### src/rtl/ibex_alu_arbiter.sv
// Round-robin arbiter that shares one combinational ibex_alu between NumReq requesters.
// Define IBEX_ALU_ARB_WATCHDOG_EN to abort operations that exceed MaxCycles EXEC cycles.
module ibex_alu_arbiter #(
  parameter int unsigned NumReq    = 3,
  parameter int unsigned MaxCycles = 8,
  localparam int unsigned SrcW     = $clog2(NumReq)
) (
  input  logic                 clk_i,
  input  logic                 rst_ni,
  input  logic [NumReq-1:0]    req_valid_i,
  output logic [NumReq-1:0]    req_ready_o,
  input  logic [NumReq*7-1:0]  req_op_i,
  input  logic [NumReq*32-1:0] req_a_i,
  input  logic [NumReq*32-1:0] req_b_i,
  output logic                 rsp_valid_o,
  input  logic                 rsp_ready_i,
  output logic [SrcW-1:0]      rsp_src_o,
  output logic [31:0]          rsp_result_o,
  output logic                 rsp_cmp_o,
  output logic                 rsp_eq_o,
  output logic                 rsp_err_o,
  output logic [6:0]           alu_operator_o,
  output logic [31:0]          alu_operand_a_o,
  output logic [31:0]          alu_operand_b_o,
  output logic                 alu_instr_first_cycle_o,
  output logic                 alu_multdiv_sel_o,
  output logic [1:0][31:0]     alu_imd_val_q_o,
  input  logic [1:0][31:0]     alu_imd_val_d_i,
  input  logic [1:0]           alu_imd_val_we_i,
  input  logic [31:0]          alu_result_i,
  input  logic                 alu_comparison_result_i,
  input  logic                 alu_is_equal_result_i
);

  typedef enum logic [1:0] {S_IDLE, S_EXEC, S_RESP} state_e;

  state_e            r_state;
  logic [SrcW-1:0]   r_rrPtr;
  logic [SrcW-1:0]   r_src;
  logic [6:0]        r_op;
  logic [31:0]       r_a;
  logic [31:0]       r_b;
  logic              r_first;
  logic [1:0][31:0]  r_imdVal;
  logic              r_rspValid;
  logic [31:0]       r_result;
  logic              r_cmp;
  logic              r_eq;

  logic              w_found;
  logic [SrcW-1:0]   w_grantIdx;
  logic [SrcW:0]     w_idx;
  logic              w_fire;
  logic [SrcW-1:0]   w_nextPtr;
  logic [6:0]        w_op;
  logic [31:0]       w_a;
  logic [31:0]       w_b;

  // Search starts at the rr pointer; the extra index bit holds ptr+offset before the explicit wrap.
  always_comb begin
    w_found    = 1'b0;
    w_grantIdx = '0;
    w_idx      = '0;
    for (int off = 0; off < int'(NumReq); off++) begin
      w_idx = {1'b0, r_rrPtr} + (SrcW+1)'(off);
      if (w_idx >= (SrcW+1)'(NumReq)) w_idx = w_idx - (SrcW+1)'(NumReq);
      if (!w_found && req_valid_i[w_idx[SrcW-1:0]]) begin
        w_found    = 1'b1;
        w_grantIdx = w_idx[SrcW-1:0];
      end
    end
  end

  assign req_ready_o = (r_state == S_IDLE && w_found && rst_ni)
                       ? ({{(NumReq-1){1'b0}}, 1'b1} << w_grantIdx) : '0;
  assign w_fire      = |req_ready_o;
  assign w_nextPtr   = (w_grantIdx == SrcW'(NumReq - 1)) ? '0 : w_grantIdx + SrcW'(1);
  assign w_op        = req_op_i[int'(w_grantIdx)*7 +: 7];
  assign w_a         = req_a_i[int'(w_grantIdx)*32 +: 32];
  assign w_b         = req_b_i[int'(w_grantIdx)*32 +: 32];

`ifdef IBEX_ALU_ARB_WATCHDOG_EN
  localparam int unsigned CntW = $clog2(MaxCycles + 1);
  logic [CntW-1:0] r_cnt;
  logic            r_err;
  assign rsp_err_o = r_err;
`else
  logic w_unusedMaxCycles;
  assign w_unusedMaxCycles = (MaxCycles != 0);
  assign rsp_err_o         = 1'b0;
`endif

  always_ff @(posedge clk_i or negedge rst_ni) begin
    if (!rst_ni) begin
      r_state    <= S_IDLE;
      r_rrPtr    <= '0;
      r_src      <= '0;
      r_op       <= '0;
      r_a        <= '0;
      r_b        <= '0;
      r_first    <= 1'b0;
      r_imdVal   <= '0;
      r_rspValid <= 1'b0;
      r_result   <= '0;
      r_cmp      <= 1'b0;
      r_eq       <= 1'b0;
`ifdef IBEX_ALU_ARB_WATCHDOG_EN
      r_cnt      <= '0;
      r_err      <= 1'b0;
`endif
    end else begin
      case (r_state)
        S_IDLE: begin
          if (w_fire) begin
            r_op     <= w_op;
            r_a      <= w_a;
            r_b      <= w_b;
            r_src    <= w_grantIdx;
            r_rrPtr  <= w_nextPtr;
            r_imdVal <= '0;
            r_first  <= 1'b1;
            r_state  <= S_EXEC;
`ifdef IBEX_ALU_ARB_WATCHDOG_EN
            r_cnt    <= '0;
            r_err    <= 1'b0;
`endif
          end
        end
        S_EXEC: begin
          r_first <= 1'b0;
          for (int i = 0; i < 2; i++) begin
            if (alu_imd_val_we_i[i]) r_imdVal[i] <= alu_imd_val_d_i[i];
          end
          // A cycle without intermediate writes is the one where the ALU result is final.
          if (alu_imd_val_we_i == 2'b00) begin
            r_result   <= alu_result_i;
            r_cmp      <= alu_comparison_result_i;
            r_eq       <= alu_is_equal_result_i;
            r_rspValid <= 1'b1;
            r_state    <= S_RESP;
          end
`ifdef IBEX_ALU_ARB_WATCHDOG_EN
          else if (r_cnt == CntW'(MaxCycles - 1)) begin
            r_result   <= '0;
            r_cmp      <= 1'b0;
            r_eq       <= 1'b0;
            r_err      <= 1'b1;
            r_rspValid <= 1'b1;
            r_state    <= S_RESP;
          end else begin
            r_cnt <= r_cnt + 1'b1;
          end
`endif
        end
        S_RESP: begin
          if (rsp_ready_i) begin
            r_rspValid <= 1'b0;
            r_state    <= S_IDLE;
          end
        end
        default: r_state <= S_IDLE;
      endcase
    end
  end

  assign rsp_valid_o             = r_rspValid;
  assign rsp_src_o               = r_src;
  assign rsp_result_o            = r_result;
  assign rsp_cmp_o               = r_cmp;
  assign rsp_eq_o                = r_eq;
  assign alu_operator_o          = r_op;
  assign alu_operand_a_o         = r_a;
  assign alu_operand_b_o         = r_b;
  assign alu_instr_first_cycle_o = r_first;
  assign alu_multdiv_sel_o       = 1'b0;
  assign alu_imd_val_q_o         = r_imdVal;

endmodule

### config.mk
export PLATFORM = sky130hd
export DESIGN_NAME = ibex_alu_arbiter
export DESIGN_NICKNAME = d
export VERILOG_FILES = /design/src/rtl/ibex_alu_arbiter.sv
export SDC_FILE = /design/constraint.sdc
export NUM_CORES = 1
export LEC_CHECK = 0
export CORE_AREA = 5 5 191 193
export CTS_BUF_LIST = sky130_fd_sc_hd__clkbuf_16
export CTS_CLUSTER_SIZE = 28
export DETAILED_ROUTE_END_ITERATION = 7
export DIE_AREA = 0 0 196 198
export GPL_TIMING_DRIVEN = 0
export SETUP_SLACK_MARGIN = 0.2
export SLEW_MARGIN = 20
export SYNTH_ARGS = -nofsm -noshare
export SYNTH_HDL_FRONTEND = slang
export SYNTH_SLANG_ARGS = --single-unit
### constraint.sdc
create_clock -name clk_i -period 5.65 [get_ports clk_i]
set_clock_uncertainty 0.1 [all_clocks]
set_input_delay 1.4125 -clock clk_i [delete_from_list [all_inputs] [get_ports clk_i]]
set_output_delay 1.4125 -clock clk_i [all_outputs]
set_load 0.02 [all_outputs]
# ---- After elaboration in Yosys (flattened, before gate mapping)
# Cells that the tools add are included.
dict set report totals {
  regBits 177
  in_bits 319
  out_inout_bits 178
  wordCells 86
}
dict set report classes {
  add_sub_neg 6
  multipliers 1
  magnitude_cmp 6
  n_eq_ne 8
  shift 4
  n_mux 30
  reduce_logical 18
}
# op count
set ops {}
lappend ops {{$shiftx A96 B8 Y32} 2}
lappend ops {{$pmux W64 S2} 1}
lappend ops {{$mux W32} 2}
lappend ops {{$mux W64} 1}
lappend ops {{$shiftx A21 B6 Y7} 1}
lappend ops {{$mux W2} 10}
lappend ops {{$reduce_and A3 Y1} 4}
lappend ops {{$ne A2 B2 Y1 const B} 5}
lappend ops {{$lt A2 B3 Y1 const B} 3}
lappend ops {{$mux W1} 9}
lappend ops {{$bmux W1 S2} 3}
lappend ops {{$ge A3 B2 Y1 const B} 2}
lappend ops {{$pmux W2 S3} 1}
lappend ops {{$reduce_and A2 Y1} 3}
lappend ops {{$sub A2 B2 Y2 const B} 3}
lappend ops {{$mul A2 B3 Y5 const B} 1}
lappend ops {{$eq A2 B2 Y1 const B} 2}
lappend ops {{$logic_and A1 B1 Y1} 4}
lappend ops {{$logic_not A2 Y1} 2}
lappend ops {{$pmux W1 S2} 2}
lappend ops {{$reduce_bool A2 Y1} 2}
lappend ops {{$add A2 B1 Y3 const B} 1}
lappend ops {{$add A2 B2 Y3 const B} 1}
lappend ops {{$mux W3} 1}
lappend ops {{other kinds (6)} 7}

# ---- Depth between registers and ports, before layout
# Gate-level depths: netlist of the first run.
dict set report logic_depth {
  depth_word 17
  depth_mapped 10
  mapped_depth_nobuf 7
}

# ---- Least setup slack after synthesis of the first run
# Ideal clock, no wire load.
dict set report synth_path {
  path_kind {input port to output port}
  startpoint {input port req_valid_i[2]}
  endpoint {output port req_ready_o[2]}
  t_arrival_ps 2606
  required_time_ps 4138
  path_slack_ps 1531
  cell_stages 6
  path_cell_list {or2_2 -> o21ai_1 -> a21oi_4 -> buf_6 -> buf_2 -> and2_1}
}
dict set report synth_via {
  elab_chain_len 12
  word_cells_on_any_way 20
}
# element line_no
set synth_lines {}
lappend synth_lines {{start, declared} 10} ;# input logic [NumReq-1:0] req_valid_i,
lappend synth_lines {{$bmux W1 S2} 67} ;# if (!w_found && req_valid_i[w_idx[SrcW-1:0]]) begin
lappend synth_lines {{$mux W1 (not written as such)} 67}
lappend synth_lines {{$mux W1} 67}
lappend synth_lines {{$logic_not A1 Y1} 67}
lappend synth_lines {{$logic_and A1 B1 Y1} 67}
lappend synth_lines {{$mux W1} 67}
lappend synth_lines {{$logic_not A1 Y1} 67}
lappend synth_lines {{$logic_and A1 B1 Y1} 67}
lappend synth_lines {{$mux W1} 67}
lappend synth_lines {{$logic_and A1 B1 Y1 (2 in series)} 74} ;# assign req_ready_o = (r_state == S_IDLE && w_found && rst_ni)
lappend synth_lines {{$mux W3 *} 75} ;# ? ({{(NumReq-1){1'b0}}, 1'b1} << w_grantIdx) : '0;
lappend synth_lines {{end, declared} 11} ;# output logic [NumReq-1:0] req_ready_o,
# Mark *: on every way between the ends. The rest lies on a longest branch, timed or not. The select of a mux whose other input is x is not followed.

# ---- Final worst setup path of the first run
dict set report layout_path {
  startpoint {input port req_valid_i[0]}
  endpoint {output port req_ready_o[0]}
}
# Same word-level chain as after synthesis.

==> flow_summary.toml, run 1 <==
[finish]
fin_area_mm2 = 0.0138
syn2layout_area_growth_pct = 83.1
drive_above_1_share = 0.119
layout.nets = 1442

[worst_setup_path]
slowest_delay_ps = 630
required_ps = 4140
reg2reg_from = "r_rrPtr[0]"
path_cells = "clkdlybuf4s50_1 > or4b_4 > nand4_4 > buf_6 > and2_1 > clkdlybuf4s50_1"
slowest_stage = "clkdlybuf4s50_1"
cp_num_cells = 6
reg2regPathDepth = 11
timing.rr.end = "alu_operand_a_o[7]"
arrival_ps = 3740
path_class = "in -> out"
r2r_slack_ps = 3010
crit_family = "buffers and inverters"
worst_setup_path_startpoint = "req_valid_i[0]"
critPathMaxFanout = 10
startpoint_type = "input pin"
critPathMostFrequentCell = "clkdlybuf4s50_1"
crit_end = "req_ready_o[0]"
crit_buf_inv = 3
cp-end-kind = "output port"

[timing]
min_period_over_period = 0.930
worst_pin_slew_ps = 697
slew_headroom = 0.533
max_freq_mhz = 190
grt_setup_unrepaired = "no"
period_minus_slack_ps = 5250
maxSlewViolCount = 0
layout_setup_ws_ps = 396
report.final.hold_viol_count = 0
tns_ps = 0
finalSetupViolations = 0

[pwr]
switching_power_uw = 3180
seqPwrFrac = 0.288
switching_share = 0.410
power_per_cell_area_mw_per_mm2 = 563
internal-power_uw = 4570
p_leak_uw = 0.00561
ir_drop_v = 0.000244
clkPwrFrac = 0.147
p_comb_frac = 0.564

[drt]
antenna_left = 0
drc_errors = 0
wl_met1_mm = 13.4
post_drt_wl_per_cell_um = 20.6
first_iter_violations = 517
vias = 7338
viasPerCell = 4.62
drt-pass1-iter-count = 7
top_layer = "met5"
wl_met2_mm = 16.1
wirelength_mm = 32.7
dr_wl_met3_mm = 2.63

[die]
rows = 68
ioPinCount = 497
core_area_mm2 = 0.0344
initial_core_util = 0.219
dieArea_mm2 = 0.0388
die_w_um = 196
die_y_um = 198

[global_routing]
antenna_found_initial = 1
grt_max_degree = 75
grt_use_total = 0.161
grt_pass1_vias = 7863
grt_overflow = 0
grt_pass1_wl_mm = 48.3

[clock_network]
cts_max_level = 4
clk_pin_slew_ps = 70
clock_latency_ps = 440
cts-root-buf = "clkbuf_16"
cts_hold_buffers = 0
cts_buffers = 17
cts_tree = "yes"
clock-sinks = 177
cts_buffer_depth = 2

[placed_design]
gp_congestion = 0.829
postPlaceCellArea_mm2 = 0.0131
port_buffers = 494
post-dp-hpwl_mm = 25.4
place_ws_ps = -666

[synthesis]
async_flop_share = 1.00
ys_seq_area_frac = 0.588
yosysUniqueCellTypes = 41
synth_area_leaders = "dfrtp_1 (59%), a222oi_1 (9.4%), a22o_1 (7.4%)"
yosysWarnings = 0
ys_ff_latch = 177
synth_ff_type = "dfrtp_1"
netlist.area_leader.share = 0.588
synth_area_mm2 = 0.00753
syn_inst = 599
yosysTopAreaCell = "dfrtp_1"
synth_edf_count = 0
synth_area_per_cell_um2 = 12.6

[job]
drv_cap = 0

[hold_path]
holdCritStartpoint = "rsp_valid_o"
hold_path_class = "reg -> reg"

[run_status]
status = "finished clean"
-- what timing repair did --
item                                    CTS  global route
cloned                                    1             1
pin swaps                                 1             0
endpoints found under the setup margin    3             2
resized for setup                         4             4
buffers inserted                          3             1
-- per-stage QoR --
stage                util  power [µW]  instances  hold WS (ps)
floorplan               -        4490        600           425
global placement    0.380        6590       1549           364
detailed placement  0.381        6630       1551           378
CTS                 0.400        7850       1587           404
global route        0.401        8230       1589           413
finish              0.401        7750       1590           396
-- layout by cell type, fill, tap and decap left out, types with 2 or more instances in the layout --
cell             count
a21oi_1             71
inv_1                6
nor2_4               2
buf_6               17
nand2_1              4
dfrtp_1            177
buf_16               2
or2_2                2
nand2b_1             3
inv_6                5
a21o_1               2
and2_1               4
buf_2               13
ha_1                 2
clkbuf_4             4
a21oi_2              2
a222oi_1            71
clkinv_4             2
o21ai_0              3
clkinv_2             2
clkbuf_1            10
clkinv_8             2
clkbuf_16           18
mux2_2              34
clkinv_1             2
clkdlybuf4s50_1    492
buf_1                2
nor2_1              72
a22o_1              64
conb_1               2
buf_4               18
-- power groups by stage --
stage / logic, µW / clock network [µW] / registers [µW]
global route: 4680 / 1230 / 2320
global placement: 4360 / 0 / 2230
floorplan: 1530 / 0 / 2960
detailed placement: 4390 / 0 / 2250
CTS: 4430 / 1180 / 2240
finish: 4370 / 1140 / 2240
-- sequential cells by signal, summed over array words and instances, names as in the netlist, 2 cells and up --
register         flops
alu_operand_a_o     32
r_state              2
alu_operand_b_o     32
r_rrPtr              2
alu_imd_val_q_o     64
alu_operator_o       7
rsp_src_o            2
rsp_result_o        32
-- Yosys cell counts (2+ instances only) --
| master | count |
|---|---|
| nor3b_1 | 2 |
| buf_1 | 2 |
| nand2_1 | 4 |
| nor2_4 | 2 |
| nor2_1 | 72 |
| buf_6 | 17 |
| buf_4 | 13 |
| mux2_2 | 34 |
| a21oi_2 | 2 |
| a222oi_1 | 71 |
| o21ai_0 | 3 |
| or2_2 | 2 |
| nand2b_1 | 3 |
| ha_1 | 2 |
| buf_2 | 17 |
| clkbuf_1 | 10 |
| a21oi_1 | 71 |
| inv_1 | 6 |
| dfrtp_1 | 177 |
| and2_1 | 4 |
| a22o_1 | 64 |
| a21o_1 | 2 |
-- layout make-up --
cell class,instances,area [µm²]
tap,455,569
buffer,60,437
multi-input combinational,357,2660
sequential,177,4430
inverter,6,22.5
fill,3284,20600
antenna,1,2.50
timing repair buffer,502,5100
clock buffer,17,425
clock inverter,15,130
-- worst reg2reg max path: cells and delay by family (launching register included) --
family	cells	cell delay, ps
DFF	1	350
buffers and inverters	5	1020
adders and majority gates	1	290
and+or+nand+nor	1	80
AOI/OAI and AO/OA	4	720
-- how the worst min path moves through the flow --
| stage | end | cells after the start |
|---|---|---|
| after floorplan | r_rrPtr[0] | 2 |
| after global placement | rsp_valid_o | 1 |
| after detailed placement | rsp_valid_o | 1 |
| after CTS | alu_imd_val_q_o[2] | 1 |
| after global routing | alu_imd_val_q_o[22] | 1 |
| final | rsp_valid_o | 1 |
-- cell families after synthesis --
kind of cell / Yosys count / synth area share
AO/OA/AOI/OAI: 222 / 0.236
adder cells (fa/ha/maj): 2 / 0.00332
buffers and inverters: 66 / 0.0597
flip-flops: 177 / 0.588
multiplexers: 35 / 0.0524
other: 1 / 0.000498
AND/OR/NAND/NOR: 96 / 0.0595
-- layer usage --
metal,vias up,track usage
met2,357,0.272
li1,3375,-
met5,-,0
met3,36,0.0572
met4,2,0.0434
met1,3568,0.196
Power figures use the tool's default switching activity.
==> run 2: changes to the inputs <==
- ABC_AREA: not set -> 1
- CORE_AREA: 5 5 191 193 -> not set
- CORE_ASPECT_RATIO: not set -> 1.1
- CORE_MARGIN: not set -> 5
- CORE_UTILIZATION: not set -> 25
- DIE_AREA: 0 0 196 198 -> not set
- SETUP_SLACK_MARGIN: 0.2 -> not set
==> flow_summary.toml, run 2 <==
[synthesis]
synth_ff_type = "dfrtp_1"
yosysWarnings = 0
synthTopCellsByCount = "nand2_1 (512), dfrtp_1 (177), inv_1 (153), nand3_1 (148), nor2_1 (72)"
yosysMostFrequentCell = "nand2_1"
synth_edf_count = 0
async_flop_share = 1.00
yosysTopAreaCell = "dfrtp_1"
netlist.area_leader.share = 0.479
synth_area_mm2 = 0.00925
syn_inst = 1265
synth_area_leaders = "dfrtp_1 (48%), nand2_1 (21%), nand3_1 (8.0%)"
ys_ff_latch = 177
yosysUniqueCellTypes = 23
synth_area_per_cell_um2 = 7.31
ys_seq_area_frac = 0.479

[placed_design]
port_buffers = 494
gp_congestion = 0.878
place_ws_ps = -96.8
postPlaceCellArea_mm2 = 0.0148
post-dp-hpwl_mm = 30.1
placedCellCount = 2248

[timing]
finalSetupViolations = 0
max_freq_mhz = 186
min_period_over_period = 0.954
slew_headroom = 0.520
layout_setup_ws_ps = 260
report.final.hold_viol_count = 0
period_minus_slack_ps = 5390
maxSlewViolCount = 0
holdWs_ps = 378
worst_pin_slew_ps = 721
grt_setup_unrepaired = "no"

[worst_setup_path]
cp-end-kind = "output port"
startpoint_type = "input pin"
critPathMaxFanout = 10
arrival_ps = 3880
slowest_stage = "clkdlybuf4s50_1"
path_cells = "clkdlybuf4s50_1 > nand2_1 > nand2_1 > a21oi_2 > nand2_1 > o21ai_1 > inv_2 > nand2_4 > clkbuf_1 > nor2_1 > clkdlybuf4s50_1"
slowest_delay_ps = 570
critPathMostFrequentCell = "nand2_1"
crit_family = "buffers and inverters"
crit_buf_inv = 4
path_class = "in -> out"
required_ps = 4140

[drt]
antenna_left = 0
wirelength_mm = 38.3
post_drt_wl_per_cell_um = 16.8
drt-pass1-iter-count = 6
first_iter_violations = 517
vias = 9947
drc_errors = 0
viasPerCell = 4.36

[die]
rows = 73
ioPinCount = 497
die_y_um = 212
die_w_um = 193
initial_core_util = 0.254
dieArea_mm2 = 0.0409
core_area_mm2 = 0.0364

[global_routing]
grt_pass1_vias = 10100
antenna_found_initial = 1
grt_overflow = 0
grt_pass1_wl_mm = 58.8
grt_max_degree = 94
grt_use_total = 0.181

[clock_network]
cts_buffer_depth = 2
clock_latency_ps = 440
cts_buffers = 17
cts_tree = "yes"
clk_pin_slew_ps = 70
cts-root-buf = "clkbuf_16"
cts_max_level = 4
clock-sinks = 177

[finish]
largest_register_ffs = 64
layout_commonest_cell = "nand2_1"
syn2layout_area_growth_pct = 67.1
final_util = 0.425
drive_above_1_share = 0.0759
fin_cells = 2282
fin_area_mm2 = 0.0154
final_cell_mix = "nand2_1 (512), clkdlybuf4s50_1 (492), dfrtp_1 (177), inv_1 (153), nand3_1 (148)"
layout.nets = 2101

[run_status]
status = "finished clean"

[pwr]
switching_share = 0.485
internal-power_uw = 5120
clkPwrFrac = 0.119
seqPwrFrac = 0.228
p_leak_uw = 0.00758
power_per_cell_area_mw_per_mm2 = 643
p_comb_frac = 0.653
ir_drop_v = 0.000261
switching_power_uw = 4810

[hold_path]
hold_path_class = "reg -> reg"

[job]
drv_cap = 0
run 2: changes by cell type after synthesis, sizes merged, moves of 3 or more:
cell,delta
nand2b,-3
a21oi,-7
a222oi,-71
clkbuf,+6
nand2,+515
and2,-4
a22o,-64
nand3,+147
buf,+9
inv,+153
run 2: final cells by class:
type                       instances  area [µm²]
antenna                            2        5.00
buffer                            75         423
clock buffer                      17         425
clock inverter                    15         144
fill                            3784       20900
inverter                         159         597
multi-input combinational        855        3830
sequential                       177        4430
tap                              487         609
timing repair buffer             495        4980
run 2: power groups by stage:
| stage | logic [µW] | registers, µW | clock network (µW) |
|---|---|---|---|
| floorplan | 3020 | 3020 | 0 |
| global placement | 6450 | 2260 | 0 |
| detailed placement | 6500 | 2280 | 0 |
| CTS | 6530 | 2270 | 1230 |
| global route | 7120 | 2350 | 1280 |
| finish | 6480 | 2270 | 1180 |
run 2: metrics by stage:
step | TNS (ps) | power (µW)
5_1_grt | 0 | 10800
3_3_place_gp | -1469640 | 8710
6_report | 0 | 9930
4_1_cts | 0 | 10000
2_1_floorplan | 0 | 6040
3_5_place_dp | -169 | 8780
run 2: tightest hold or removal path, delay by kind of cell, from the launching register on:
kind	cells	cell delay (ps)
flip-flops	1	340
AND/OR/NAND/NOR	2	100
run 2: path summary, 6_finish.rpt:
kind / start / to / slack (ps) / cells past startpoint
worst max-delay path: req_valid_i[1] / req_ready_o[2] / 260 / 11
max in group asynchronous: rst_ni / alu_operand_a_o[12] / 3680 / 2
worst max register to register: r_rrPtr[0] / alu_operand_b_o[12] / 2980 / 14
worst min-delay path: alu_operand_a_o[15] / alu_operand_a_o[15] / 380 / 2
min in group asynchronous: rst_ni / alu_imd_val_q_o[24] / 840 / 1
worst min register to register: alu_operand_a_o[15] / alu_operand_a_o[15] / 380 / 2
run 2: layer usage:
layer,up-vias,GRT usage,wire (µm)
met3,58,0.0512,2500
met2,359,0.310,19200
met5,-,0,0
met4,0,0.0618,1100
li1,4899,-,-
met1,4631,0.220,15500
run 2: cell families after synthesis:
logic type                 Yosys count  synth area share
and+or+nand+nor                    743             0.326
muxes                               34            0.0414
other                                1          0.000406
buffers and inverters              234             0.110
AOI/OAI and AO/OA                   74            0.0405
DFF                                177             0.479
adders and majority gates            2           0.00271
run 2: timing repair:
item	in CTS	in global routing
setup buffers	0	0
hold buffers	0	0
resized for setup	2	4
setup endpoints to repair	2	2
==> RTL edit 1 (settings of run 1) <==
The option `IBEX_ALU_ARB_WATCHDOG_EN` is turned on by a define.
--- a/src/rtl/ibex_alu_arbiter.sv
+++ b/src/rtl/ibex_alu_arbiter.sv
@@ -2,2 +2,4 @@
 // Define IBEX_ALU_ARB_WATCHDOG_EN to abort operations that exceed MaxCycles EXEC cycles.
+`define IBEX_ALU_ARB_WATCHDOG_EN
+
 module ibex_alu_arbiter #(
Function: no difference found for any inputs over 4 cycles, from zero or initial values and one cycle with rst_ni low; that may be too few to reach the edited logic, so the function may still have changed.
==> RTL edit 1 against run 1 <==
Combinational power rose by 29%; sequential cell count rose by 5; maximum frequency fell by 1.9%; register-to-register slack got worse by 710 ps; setup slack got worse by 100 ps; count of clock-buffer cells in the layout did not move; utilization rose by 3.2 points; routed wire length rose by 20%; largest cell class unchanged; design area rose by 7.9%; synthesized area rose by 15%; total power rose by 18%; cell count rose by 18%.
==> RTL edit 1: results (changes against run 1) <==
Plain + repair buffers=588 (+4.6%); multi-input combinational area share=0.246 (+0.0530); Post-CTS Resized=5 (+1); WL met3=2920 um (+11%); Max VDD drop=0.309 mV (+27%); clock slew at reported path FFs=80 ps; Critical path destination=req_ready_o[2]; WL met2=20100 um (+25%); pin count of the biggest net entering global routing=69 (-8.0%); FFs w/ async S/R, synth=1.00 (unchanged); sequential share of the synthesized area=0.525 (-0.0630); Place WS=-87.4 ps (+579 ps); PortBufs=495 (+0.20%); Fill cells=3394 (+3.3%); non-clock inverter count=5 (-1); vias in the first global route=9721 (+24%); diode count=1 (unchanged); CTS root buffer=clkbuf_16; clock network area share=0.0397 (-0.000589); Worst Hold End=alu_instr_first_cycle_o; GRT met2 Usage=0.348 (+0.0753); first-pass GRT wire length=59100 um (+22%); met1 Usage GRT=0.229 (+0.0338); synth unique cells=48 (+17%); Commonest cells post-synth=dfrtp_1, o21ai_0, nand2_1; Syn Area/Cell=9.78 sq um (-22%); FFs & Latches=182 (+2.8%); Crit path largest cell delay=650 ps (+20 ps); Max Clk Rate=187 MHz (-1.9%); Multi-In Gates=608 (+70%); DR iter-0 viols=388 (-25%); WL met1=15500 um (+16%); r2r setup slk=2300 ps (-710 ps); cell depth of the worst hold path=2 (+1); fin nets=1726 (+20%); DP Cell Count=1838 (+19%); M3 GR Usage=0.0635 (+0.00630); max reg flops=64 (unchanged); routability congestion estimate=0.850 (+2.6%); WL final=39300 um (+20%); hold_sp=alu_instr_first_cycle_o; max_slew headroom=0.292 (-0.240); Data buffer area share=0.368 (-0.0340); DP Wirelength=31000 um (+22%); reg-to-reg endpoint=alu_operand_b_o[26]; drt wl/cell=21.0 um (+2.1%); All-Layer GR Usage=0.196 (+0.0346); Top Metal Used=met4; hold_ws=394 ps (-2.37 ps); leakage=0.00578 uW (+3.0%); status=completed; Data arrival, critical path=3850 ps (+110 ps); DR vias=9171 (+25%); largest cells by area after synthesis=dfrtp_1, o21ai_0, a211oi_1, nand2_1, a22oi_1; DRT Pass-1 Iters=5 (-2); share of cells above drive strength 1=0.0537 (-0.0653); postcts setup bufs=0 (-3)
[RTL edit 1: worst reg2reg max path: stages, from the launching register on]
cell and delay, ps:
dfrtp_1 420, inv_1 80, ha_1 360, inv_1 140, mux2i_2 350, nand3_1 140
o22ai_1 820, clkbuf_1 480, o21ai_0 190, a31oi_1 190
[RTL edit 1: per-stage QoR]
step | setup TNS [ps] | cell area (sq um)
after floorplan | 0 | 8670
after global placement | -1733420 | 14200
after detailed placement | -87.4 | 14300
after CTS | 0 | 14900
after global routing | 0 | 14900
final | 0 | 14900
[RTL edit 1: cell families (layout without fill, tap and decap cells)]
kind of cell    count (synthesis)  after routing  share of synthesized area
simple gates                  181            181                     0.0895
flops                         182            182                      0.525
buf+inv                        96            625                     0.0534
other cells                     1              2                   0.000433
fa+ha+maj                       5              5                    0.00722
mux                             4              4                    0.00505
compound gates                417            417                      0.319
[RTL edit 1: report_power, final]
group	switching, uW	internal (uW)
logic	3340	2300
registers	349	1920
clock network	610	594
==> RTL edit 2 (config.mk and constraints of run 1) <==
Made on the original files. Reset style: synchronous (`rst_ni`), changed in one clocked block.
--- a/src/rtl/ibex_alu_arbiter.sv
+++ b/src/rtl/ibex_alu_arbiter.sv
@@ -92,3 +92,3 @@
 
-  always_ff @(posedge clk_i or negedge rst_ni) begin
+  always_ff @(posedge clk_i) begin
     if (!rst_ni) begin
Behaviour: differs if rst_ni is asserted again (counterexample within 4 cycles, from zero or initial values and one cycle with rst_ni low); with rst_ni held inactive, the same outputs for 4 cycles.
==> RTL edit 2 against run 1 <==
Routed wire length rose by 21%; design area rose by 1.7%; setup slack got worse by 65 ps; synthesized area rose by 5.0%; cell count rose by 24%; total power fell by 34%; sequential cell count did not move.
==> RTL edit 2: results (changes against run 1) <==
Worst Hold End=rsp_src_o[1]; worst r2r src=r_rrPtr[0]; routability congestion estimate=0.917 (+11%); drt wl/cell=20.1 um (-2.4%); area of the multi-input gates=3870 sq um (+45%); Fill cells=3531 (+7.5%); Data arrival, critical path=3810 ps (+70 ps); internal power=3170 uW (-31%); Place WS=-157 ps (+509 ps); Max VDD drop=0.191 mV (-22%); DRT Pass-1 Iters=5 (-2); Vias/cell=4.73 (+2.6%); Compound-Gate Fraction of Synth Area=0.260 (+0.0233); status=completed; WL met2=19200 um (+19%); Syn Area/Cell=8.02 sq um (-36%); cell depth of the worst hold path=2 (+1); hold_sp=rsp_src_o[1]; vias in the first global route=9608 (+22%); DP Wirelength=31100 um (+22%); share of cells above drive strength 1=0.0422 (-0.0768); multi-input combinational area share=0.276 (+0.0831); GRT met2 Usage=0.337 (+0.0644); power in sequential cells=1670 uW (-25%); Commonest cells post-synth=dfxtp_1, nand2_1, o21ai_0; FFs w/ async S/R, synth=0 (-1.00); first-pass GRT wire length=59100 um (+22%); fin nets=1823 (+26%); sequential share of the synthesized area=0.448 (-0.140); DP Cell Count=1935 (+25%); Top Metal Used=met4
[RTL edit 2: cell count changes in the layout (fill, tap and decap cells not counted), sizes merged, moves of 35 or more]
cell / run 1 / this run
dfrtp: 177 / 0
dfxtp: 0 / 177
nand2: 4 / 140
nand3: 1 / 136
o21ai: 5 / 140
a211o: 0 / 71
a222oi: 71 / 0
and3: 0 / 71
nor2: 74 / 5
a22o: 64 / 0
clkbuf: 32 / 91
a21boi: 0 / 37
mux2: 35 / 0
[RTL edit 2: worst max path at each step]
stage / slack [ps] / depth (start not counted) / to
floorplan: 1360 / 8 / req_ready_o[2]
CTS: 230 / 10 / req_ready_o[2]
global placement: -110 / 7 / req_ready_o[0]
detailed placement: -160 / 7 / req_ready_o[2]
global route: 210 / 10 / req_ready_o[2]
finish: 330 / 10 / req_ready_o[2]
[RTL edit 2: repair_timing]
item / CTS / global route
setup endpoints to repair: 3 / 1
pin swaps: 1 / 0
resized for setup: 6 / 2
gates cloned: 0 / 0
buffers inserted: 3 / 0
